## config.mk

```make
export PLATFORM = sky130hd
export DESIGN_NAME = triroc_sc_loader
export DESIGN_NICKNAME = d
export VERILOG_FILES = /design/src/rtl/triroc_sc_loader.sv
export SDC_FILE = /design/constraint.sdc
export NUM_CORES = 1
export LEC_CHECK = 0
export BUFFER_PORTS_ARGS = -buffer_cell sky130_fd_sc_hd__buf_2
export CORE_MARGIN = 2
export CORE_UTILIZATION = 35
export DETAILED_ROUTE_END_ITERATION = 12
export HOLD_SLACK_MARGIN = 0.15
export SETUP_SLACK_MARGIN = 0.02
export SLEW_MARGIN = 20
export SYNTH_ARGS = -nofsm -noshare
export SYNTH_HDL_FRONTEND = slang
export SYNTH_SLANG_ARGS = --single-unit
```

## constraint.sdc

```tcl
create_clock -name sys_clk -period 1.85 [get_ports sys_clk]
set_input_delay 0.0925 -clock sys_clk [delete_from_list [all_inputs] [get_ports sys_clk]]
set_output_delay 0.0925 -clock sys_clk [all_outputs]
set_load 0.05 [all_outputs]
```

## src/rtl/triroc_sc_loader.sv

```systemverilog
// triroc_sc_loader: host-side sequencer for the TRIROC slow-control / probe
// serial chain. Takes the configuration bitstream as a word stream, resets
// the chain, shifts WIDTH bits LSB-first at sys_clk/(2*CLK_DIV), pulses
// load_sc for the slow-control chain and can re-shift the same stream while
// comparing the chain output to confirm its contents.
module triroc_sc_loader #(
  parameter int WIDTH       = 1256,
  parameter int WORD_W      = 32,
  parameter int CLK_DIV     = 10,
  parameter int RSTB_CYCLES = 16,
  localparam int NWORDS     = (WIDTH + WORD_W - 1) / WORD_W,
  localparam int CNT_W      = $clog2(WIDTH + 1)
) (
  input  logic              sys_clk,
  input  logic              sys_reset,
  input  logic              i_start,
  input  logic              i_sel,
  input  logic              i_verify,
  input  logic              i_abort,
  input  logic [WORD_W-1:0] i_word_data,
  input  logic              i_word_valid,
  output logic              o_word_ready,
  output logic              o_busy,
  output logic              o_done,
  output logic              o_err,
  output logic [CNT_W-1:0]  o_mismatch_cnt,
  output logic              o_ck_sr,
  output logic              o_sr_in,
  output logic              o_rstb_sr,
  output logic              o_select,
  output logic              o_load_sc,
  input  logic              i_sr_out
);

  localparam int TMR_MAX = (RSTB_CYCLES > 2 * CLK_DIV) ? RSTB_CYCLES : 2 * CLK_DIV;
  localparam int TMR_W   = $clog2(TMR_MAX + 1);
  localparam int BI_W    = (WORD_W > 1) ? $clog2(WORD_W) : 1;
  localparam int WC_W    = $clog2(NWORDS + 1);

  localparam logic [TMR_W-1:0] DIV_LAST  = TMR_W'(CLK_DIV - 1);
  localparam logic [TMR_W-1:0] RSTB_LAST = TMR_W'(RSTB_CYCLES - 1);
  localparam logic [TMR_W-1:0] LOAD_LAST = TMR_W'(2 * CLK_DIV - 1);
  localparam logic [BI_W-1:0]  BIT_LAST  = BI_W'(WORD_W - 1);
  localparam logic [CNT_W-1:0] WIDTH_C   = CNT_W'(WIDTH);
  localparam logic [CNT_W-1:0] WIDTH_M1  = CNT_W'(WIDTH - 1);
  localparam logic [WC_W-1:0]  NWORDS_C  = WC_W'(NWORDS);

  typedef enum logic [2:0] {
    S_IDLE, S_RSTB, S_SHIFT, S_LOAD, S_VERIFY, S_DONE
  } state_t;

  state_t             state_q, state_d;
  logic               sel_q, sel_d;
  logic               verify_q, verify_d;
  logic               select_q, select_d;
  logic               ck_q, ck_d;
  logic               sr_in_q, sr_in_d;
  logic               rstb_q, rstb_d;
  logic               load_q, load_d;
  logic               busy_q, busy_d;
  logic               done_q, done_d;
  logic               err_q, err_d;
  logic [CNT_W-1:0]   mm_cnt_q, mm_cnt_d;
  logic [TMR_W-1:0]   tmr_q, tmr_d;
  logic               phase_hi_q, phase_hi_d;   // high half of ck_sr period / rstb high tail
  logic               run_q, run_d;             // a ck_sr period is in progress
  logic [CNT_W-1:0]   bit_cnt_q, bit_cnt_d;     // periods started in this pass
  logic [BI_W-1:0]    bit_idx_q, bit_idx_d;     // next bit within the shift word
  logic [WORD_W-1:0]  shift_word_q, shift_word_d;
  logic               shift_valid_q, shift_valid_d;
  logic [WORD_W-1:0]  pf_word_q, pf_word_d;
  logic               pf_valid_q, pf_valid_d;
  logic [WC_W-1:0]    words_acc_q, words_acc_d;
  logic               sync1_q, sync1_d;
  logic               sync2_q, sync2_d;

  logic               ready_window;
  logic               word_ready;
  logic               accept;
  logic               do_start;
  logic               clear_pass;

  // Ready while the prefetch slot is free and this pass still needs words;
  // opens one cycle early (last RSTB cycle) so the first word is waiting.
  always_comb begin
    ready_window = (state_q == S_SHIFT) || (state_q == S_VERIFY) ||
                   ((state_q == S_RSTB) && phase_hi_q && (tmr_q == DIV_LAST));
    word_ready   = ready_window && !pf_valid_q && (words_acc_q < NWORDS_C);
    accept       = word_ready && i_word_valid;
  end

  // Next-state and datapath: sequencing, ck_sr phase timing, word buffering.
  always_comb begin
    state_d       = state_q;
    sel_d         = sel_q;
    verify_d      = verify_q;
    select_d      = select_q;
    ck_d          = ck_q;
    sr_in_d       = sr_in_q;
    rstb_d        = rstb_q;
    load_d        = load_q;
    busy_d        = busy_q;
    done_d        = 1'b0;
    err_d         = err_q;
    mm_cnt_d      = mm_cnt_q;
    tmr_d         = tmr_q;
    phase_hi_d    = phase_hi_q;
    run_d         = run_q;
    bit_cnt_d     = bit_cnt_q;
    bit_idx_d     = bit_idx_q;
    shift_word_d  = shift_word_q;
    shift_valid_d = shift_valid_q;
    pf_word_d     = pf_word_q;
    pf_valid_d    = pf_valid_q;
    words_acc_d   = words_acc_q;
    sync1_d       = i_sr_out;
    sync2_d       = sync1_q;
    do_start      = 1'b0;
    clear_pass    = 1'b0;

    if (accept) begin
      pf_word_d   = i_word_data;
      pf_valid_d  = 1'b1;
      words_acc_d = words_acc_q + 1'b1;
    end

    // Refill the shift word from the prefetch slot as soon as it empties.
    if (((state_q == S_SHIFT) || (state_q == S_VERIFY)) && !shift_valid_q && pf_valid_q) begin
      shift_word_d  = pf_word_q;
      shift_valid_d = 1'b1;
      pf_valid_d    = 1'b0;
    end

    case (state_q)
      S_IDLE: begin
        if (i_start && !i_abort) begin
          state_d    = S_RSTB;
          sel_d      = i_sel;
          verify_d   = i_verify;
          select_d   = i_sel;
          err_d      = 1'b0;
          mm_cnt_d   = '0;
          busy_d     = 1'b1;
          rstb_d     = 1'b0;
          tmr_d      = '0;
          phase_hi_d = 1'b0;
          clear_pass = 1'b1;
        end
      end

      S_RSTB: begin
        if (!phase_hi_q) begin
          if (tmr_q == RSTB_LAST) begin
            rstb_d     = 1'b1;
            tmr_d      = '0;
            phase_hi_d = 1'b1;
          end else begin
            tmr_d = tmr_q + 1'b1;
          end
        end else if (tmr_q == DIV_LAST) begin
          state_d    = S_SHIFT;
          tmr_d      = '0;
          phase_hi_d = 1'b0;
          run_d      = 1'b0;
        end else begin
          tmr_d = tmr_q + 1'b1;
        end
      end

      S_SHIFT, S_VERIFY: begin
        if (!run_q) begin
          // Waiting for data (pass start or underrun): ck_sr held low, timer frozen.
          do_start = shift_valid_q;
        end else if (!phase_hi_q) begin
          if (tmr_q == DIV_LAST) begin
            if ((state_q == S_VERIFY) && (sync2_q != sr_in_q) && (mm_cnt_q != WIDTH_C)) begin
              mm_cnt_d = mm_cnt_q + 1'b1;
            end
            ck_d       = 1'b1;
            phase_hi_d = 1'b1;
            tmr_d      = '0;
          end else begin
            tmr_d = tmr_q + 1'b1;
          end
        end else if (tmr_q == DIV_LAST) begin
          ck_d       = 1'b0;
          tmr_d      = '0;
          phase_hi_d = 1'b0;
          if (bit_cnt_q == WIDTH_C) begin
            run_d = 1'b0;
            if ((state_q == S_SHIFT) && sel_q) begin
              state_d = S_LOAD;
              load_d  = 1'b0;
            end else if ((state_q == S_SHIFT) && verify_q) begin
              state_d    = S_VERIFY;
              clear_pass = 1'b1;
            end else begin
              state_d = S_DONE;
              done_d  = 1'b1;
              busy_d  = 1'b0;
              if (state_q == S_VERIFY) begin
                err_d = (mm_cnt_q != '0);
              end
            end
          end else if (shift_valid_q) begin
            do_start = 1'b1;
          end else begin
            run_d = 1'b0;
          end
        end else begin
          tmr_d = tmr_q + 1'b1;
        end
      end

      S_LOAD: begin
        if (tmr_q == LOAD_LAST) begin
          load_d = 1'b1;
          tmr_d  = '0;
          if (verify_q) begin
            state_d    = S_VERIFY;
            clear_pass = 1'b1;
          end else begin
            state_d = S_DONE;
            done_d  = 1'b1;
            busy_d  = 1'b0;
          end
        end else begin
          tmr_d = tmr_q + 1'b1;
        end
      end

      S_DONE: begin
        state_d = S_IDLE;
      end

      default: begin
        state_d = S_IDLE;
      end
    endcase

    // Begin a ck_sr period: present the next bit together with the falling edge.
    if (do_start) begin
      run_d      = 1'b1;
      tmr_d      = '0;
      phase_hi_d = 1'b0;
      ck_d       = 1'b0;
      sr_in_d    = shift_word_q[bit_idx_q];
      bit_cnt_d  = bit_cnt_q + 1'b1;
      if ((bit_idx_q == BIT_LAST) || (bit_cnt_q == WIDTH_M1)) begin
        shift_valid_d = 1'b0;
        bit_idx_d     = '0;
      end else begin
        bit_idx_d = bit_idx_q + 1'b1;
      end
    end

    if (clear_pass) begin
      words_acc_d   = '0;
      bit_cnt_d     = '0;
      bit_idx_d     = '0;
      shift_valid_d = 1'b0;
      pf_valid_d    = 1'b0;
      run_d         = 1'b0;
    end

    // Abort overrides everything: back to IDLE, chain pins released, buffers dropped.
    if (i_abort && (state_q != S_IDLE)) begin
      state_d       = S_IDLE;
      ck_d          = 1'b0;
      sr_in_d       = 1'b0;
      rstb_d        = 1'b1;
      load_d        = 1'b1;
      busy_d        = 1'b0;
      done_d        = 1'b0;
      run_d         = 1'b0;
      phase_hi_d    = 1'b0;
      tmr_d         = '0;
      shift_valid_d = 1'b0;
      pf_valid_d    = 1'b0;
      words_acc_d   = '0;
    end
  end

  // State and output registers; every chain pin comes straight from a flop.
  always_ff @(posedge sys_clk or negedge sys_reset) begin
    if (!sys_reset) begin
      state_q       <= S_IDLE;
      sel_q         <= 1'b1;
      verify_q      <= 1'b0;
      select_q      <= 1'b1;
      ck_q          <= 1'b0;
      sr_in_q       <= 1'b0;
      rstb_q        <= 1'b1;
      load_q        <= 1'b1;
      busy_q        <= 1'b0;
      done_q        <= 1'b0;
      err_q         <= 1'b0;
      mm_cnt_q      <= '0;
      tmr_q         <= '0;
      phase_hi_q    <= 1'b0;
      run_q         <= 1'b0;
      bit_cnt_q     <= '0;
      bit_idx_q     <= '0;
      shift_word_q  <= '0;
      shift_valid_q <= 1'b0;
      pf_word_q     <= '0;
      pf_valid_q    <= 1'b0;
      words_acc_q   <= '0;
      sync1_q       <= 1'b0;
      sync2_q       <= 1'b0;
    end else begin
      state_q       <= state_d;
      sel_q         <= sel_d;
      verify_q      <= verify_d;
      select_q      <= select_d;
      ck_q          <= ck_d;
      sr_in_q       <= sr_in_d;
      rstb_q        <= rstb_d;
      load_q        <= load_d;
      busy_q        <= busy_d;
      done_q        <= done_d;
      err_q         <= err_d;
      mm_cnt_q      <= mm_cnt_d;
      tmr_q         <= tmr_d;
      phase_hi_q    <= phase_hi_d;
      run_q         <= run_d;
      bit_cnt_q     <= bit_cnt_d;
      bit_idx_q     <= bit_idx_d;
      shift_word_q  <= shift_word_d;
      shift_valid_q <= shift_valid_d;
      pf_word_q     <= pf_word_d;
      pf_valid_q    <= pf_valid_d;
      words_acc_q   <= words_acc_d;
      sync1_q       <= sync1_d;
      sync2_q       <= sync2_d;
    end
  end

  assign o_word_ready   = word_ready;
  assign o_busy         = busy_q;
  assign o_done         = done_q;
  assign o_err          = err_q;
  assign o_mismatch_cnt = mm_cnt_q;
  assign o_ck_sr        = ck_q;
  assign o_sr_in        = sr_in_q;
  assign o_rstb_sr      = rstb_q;
  assign o_select       = select_q;
  assign o_load_sc      = load_q;

endmodule

```

After elaboration in Yosys (flattened, before gate mapping)

Cells that the tools add are included.

Bits in registers: 120
Bits of input ports: 40

$add $sub $neg: 5
Magnitude comparators: 2
Equality and inequality tests: 40
Multiplexer cells: 131
Reduce and logical (&&, ||, !) cells: 48

Operators by type and width:

| cell                    | number |
|---|---|
| $mux W1                 | 88 |
| $mux W11                | 7 |
| $mux W5                 | 11 |
| $mux W3                 | 10 |
| $ne A3 B3 Y1 const B    | 10 |
| $add A11 B1 Y11 const B | 2 |
| $eq A11 B11 Y1 const B  | 2 |
| $pmux W11 S2            | 1 |
| $reduce_bool A3 Y1      | 7 |
| $ne A2 B2 Y1 const B    | 10 |
| $pmux W5 S4             | 1 |
| $mux W6                 | 3 |
| $logic_and A1 B1 Y1     | 13 |
| $pmux W3 S4             | 1 |
| $reduce_and A3 Y1       | 4 |
| $ne A11 B11 Y1 const B  | 1 |
| $reduce_bool A11 Y1     | 1 |
| $add A5 B1 Y5 const B   | 2 |
| $eq A5 B4 Y1 const B    | 2 |
| $eq A5 B5 Y1 const B    | 2 |
| $pmux W1 S2             | 5 |
| $reduce_and A10 Y1      | 1 |
| $reduce_bool A5 Y1      | 2 |
| $pmux W1 S3             | 3 |
| 26 further kinds        | 37 |

Longest topological paths before layout

Depth in word-level cells: 11
Depth in mapped cells: 9

Worst setup path before layout

No wires, ideal clock.

Path type: flip-flop to flip-flop
Start: register bit_idx_q[0]
End: register bit_idx_q[2]
Arrival: 1.946 ns
Slack: -0.173 ns
Cell stages (with the launch flop): 8
Path buffers: 0
Period minus slack after synthesis: 2.023 ns
Cell sequence: dfrtp_1 > ha_1 > and3_1 > ha_1 > a31oi_1 > nand2_1 > or4b_1 > a21oi_1

Cells in the longest elaborated chain, start to end: 5
Elaborated cells between the ends (all ways): 6
Classes of those cells: 1 x add/sub; 1 x eq/ne; 3 x mux; 1 x reduce/logical

RTL lines:

| element                                               | RTL line | RTL |
|---|---|---|
| from (decl)                                           | 68       | `logic [BI_W-1:0] bit_idx_q, bit_idx_d;` |
| from (signal assigned)                                | 328      | `bit_idx_q <= bit_idx_d;` |
| branches (longest 2 deep; another with $add A5 B1 Y5) | n/a      |  |
| $mux W5 *                                             | 249      | `if ((bit_idx_q == BIT_LAST) \|\| (bit_cnt_q == WIDTH_M1)) begin` |
| $mux W5 *                                             | 242      | `if (do_start) begin` |
| $mux W5 *                                             | 257      | `if (clear_pass) begin` |

Mark *: on every way between the ends. The select of a mux whose other input is x is not followed.
A chain may end at the register's enable or synchronous reset.

Worst setup path after layout

Start: register tmr_q[1]
End: register bit_idx_q[2]

Cells in the longest elaborated chain, start to end: 6
Elaborated cells between the ends (all ways): 13
Classes of those cells: 2 x eq/ne; 10 x mux; 1 x reduce/logical

RTL lines:

| element                                              | RTL line | RTL |
|---|---|---|
| from (decl)                                          | 64       | `logic [TMR_W-1:0] tmr_q, tmr_d;` |
| from (signal assigned)                               | 324      | `tmr_q <= tmr_d;` |
| $eq A5 B4 Y1                                         | 185      | `end else if (tmr_q == DIV_LAST) begin` |
| $mux W1                                              | 185      |  |
| $mux W1                                              | 174      | `end else if (!phase_hi_q) begin` |
| $mux W1                                              | 171      | `if (!run_q) begin` |
| $pmux W1 S3 / $mux W1 (equally long branches)        | 134      | `case (state_q)` |
| $mux W5 / $reduce_bool A2 Y1 (equally long branches) | n/a      |  |

Parallel ways exist; a longest one is shown, timed or not.

==> flow_summary.ini <==
[status]
status = finished, violations left
violations = setup timing

[critical_path]
worstPathMaxFanout = 13
cp_slowest_stage_delay_ps = 400
critPathArrivalTime_ps = 2410
required_ps = 2140
critPathKind = reg2reg
end_kind = register
start_kind = register
crit_chain = inv_2 > ha_4 > and4bb_4 > nand2_4 > o21a_4 > bufbuf_16 > o31ai_2 > a21oi_2
critical_path.slowest_cell = dfrtp_1

[route]
dr.first_iter.drc_count = 375
wirelength_met1_mm = 8.05
top_layer_used = met4
num_vias = 5569
routed_via_density = 5.37
drc = 0
met3_length_um = 762
wl_per_cell_um = 18.3
first_pass_iters = 4
detail-route-antenna-nets = 0
route.met2.wl_mm = 9.87
finalWirelength_mm = 19.0

[power]
combPwrFrac_pct = 23.7
power.leakage_nw = 4.64
peakVddDrop_mv = 0.727
power_frac_seq_pct = 33.4
switching_power_mw = 2.40
sw_frac_of_total_pct = 27.2
clkPwrFrac_pct = 42.9
p_int_mw = 6.44
pwr_density_cell_nw_per_um2 = 860

[timing]
max_freq_ghz = 0.471
final_hold_viol_count = 0
rsz0062_at_grt = yes
drv_slew = 0
period_minus_slack_ps = 2120
slew_headroom_pct = 66.6
finalSetupViolCount = 111
worst_pin_slew_ps = 499
fin_ws_ps = -273
finClkSkew_ps = 11.7
post-route-period-util_pct = 115
tns_ps = -16210

[cells_and_area]
syn2layout_area_growth_pct = 63.8
multi_input_area_sq_um = 3930
final_area_sq_um = 10300
post-route-util_pct = 59.0
nNetsFinal = 852
fillers = 1339
diodes = 0
drive_gt1_share_pct = 57.7
seq_area_sq_um = 3020

[floorplanning]
start_util_pct = 36.0
die-area_sq_um = 19000
core_area_sq_um = 17400
die_h_um = 138
die_w_um = 138
num_io_pins = 60
rows = 48

[global_routing]
grt_usage_pct = 20.4
antenna_found_initial = 0
grt_pass1_vias = 5897
grt_max_degree = 65
gr-total-overflow = 0
grt_pass1_wl_mm = 30.1

[placed_design]
gp_congestion = 0.891
dpl_worst_slack_ps = -294
hpwl_mm = 10.8
postPlaceCellArea_sq_um = 7690
io_buffers = 59

[logic_synthesis]
ys_types = 70
synth.top_cell.area_share_pct = 46.7
synth-seq-cells = 120
synthTopCellsByCount = dfrtp_1, mux2_2, a21oi_1, mux2_4
synth-async-reset-ratio_pct = 100
synth-main-ff-cell = dfrtp_1
synth-edff-count = 0
synth_fa_ha_area_share_pct = 2.19
synth_top_family_by_area = multiplexers
synth.largest_area_cell = dfrtp_1
synth_warnings = 0
synth.area.mux_share_pct = 17.0
ys_top_cells_by_area = dfrtp_1, mux2_2, mux2_4
yosys.area_share.simple_pct = 15.6
seq_area_frac_synth_pct = 47.9
yosysMostFrequentCell = dfrtp_1
avgSynthCellArea_sq_um = 11.4
syn_inst = 552
synthesis.area_sq_um = 6270
synth_xor_area_share_pct = 0.977
syn-num-nets = 603
synth_compound_area_share_pct = 13.0

[clock_tree]
clock_path_buffers = 2
worst_skew_pair.late_latency_ps = 410
htree_levels = 4
numCtsBuffers = 17
tritoncts = built
clock-sinks = 120
clk_pin_slew_ps = 60
cts-root-buf = clkbuf_16

[min_path]
hold_path.class = in2async

[job]
maxCapViolations = 0
flip-flops by register name, summed over array words and instances, names as in the netlist, 3 cells and up:
register	cells
bit_cnt_q	11
bit_idx_q	5
tmr_q	5
pf_word_q	32
words_acc_q	6
shift_word_q	32
state_q	3
o_mismatch_cnt	11
layout make-up:
| class | instances | share of cell area (%) |
|---|---|---|
| Clock buffer | 20 | 4.44 |
| Clock inverter | 11 | 2.13 |
| Inverter | 15 | 0.548 |
| Sequential cell | 120 | 29.4 |
| Tap cell | 225 | 2.74 |
| Multi-Input combinational cell | 386 | 38.3 |
| Timing Repair Buffer | 261 | 22.5 |
timing repair:
item / CTS / global route
setup endpoints to repair: 114 / 118
setup buffers: 37 / 21
cloned: 8 / 0
endpoints found under the hold margin: 160 / 0
gates resized for setup: 170 / 82
pin swaps: 48 / 46
hold buffers: 39 / 0
cells in the final DEF, fill, tap and decap left out, drive strengths merged, types with 8 or more instances in the layout:
master,netlist,layout
a21oi,34,34
or4,10,10
buf,14,221
nor2b,8,8
nor3,17,17
dlygate4sd3,0,39
nand3,15,15
o21ai,28,28
clkbuf,17,20
ha,11,11
nor2,23,23
mux2,67,67
inv,15,16
or3,14,14
dfrtp,117,117
nand2,26,26
nand4,11,11
nand2b,9,9
o31ai,9,9
cells by family after synthesis:
kind of cell	count (synthesis)
muxes	80
xor gates and xnor gates	7
AOI/OAI and AO/OA	120
DFF	120
adders and majority gates	11
and+or+nand+nor	168
buffers and inverters	46
worst max-delay path: cells and delay by family, from the launching register on:
| family | cells | cell delay [ps] |
|---|---|---|
| and+or+nand+nor | 2 | 390 |
| DFF | 1 | 400 |
| buffers and inverters | 2 | 360 |
| adders and majority gates | 1 | 140 |
| AOI/OAI and AO/OA | 3 | 700 |
power by group through the flow:
stage | sequential [mW] | combinational (mW) | clock [mW]
after floorplan | 3.03 | 0.701 | 0
after global placement | 2.96 | 1.39 | 0
after detailed placement | 2.96 | 1.41 | 0
after CTS | 2.94 | 1.92 | 3.84
after global routing | 2.97 | 2.23 | 3.97
final | 2.95 | 2.09 | 3.80
worst paths after layout:
check                           startpoint           end  slack [ps]  depth (start not counted)
worst max-delay path              tmr_q[1]  bit_idx_q[2]        -270                          8
worst min-delay path             sys_reset    state_q[1]         200                          2
worst max register to register    tmr_q[1]  bit_idx_q[2]        -270                          8
worst min register to register     sync1_q       sync2_q         360                          0
max in group asynchronous        sys_reset  bit_idx_q[0]         940                          3
min in group sys_clk              i_sr_out       sync1_q         330                          2
per-layer routing:
metal,vias up,track usage (%)
met3,23,4.24
met4,0,6.63
met2,161,35.1
li1,2566,-
met5,-,0
met1,2819,25.6
through the flow:
| step | hold WS [ps] | total power [mW] | instances |
|---|---|---|---|
| 2_1_floorplan | -203 | 3.74 | 552 |
| 3_3_place_gp | 76.0 | 4.34 | 916 |
| 3_5_place_dp | 85.0 | 4.37 | 916 |
| 4_1_cts | 199 | 8.70 | 1027 |
| 5_1_grt | 227 | 9.17 | 1038 |
| 6_report | 200 | 8.84 | 1038 |
No activity file was read; power rests on OpenSTA's default activity.
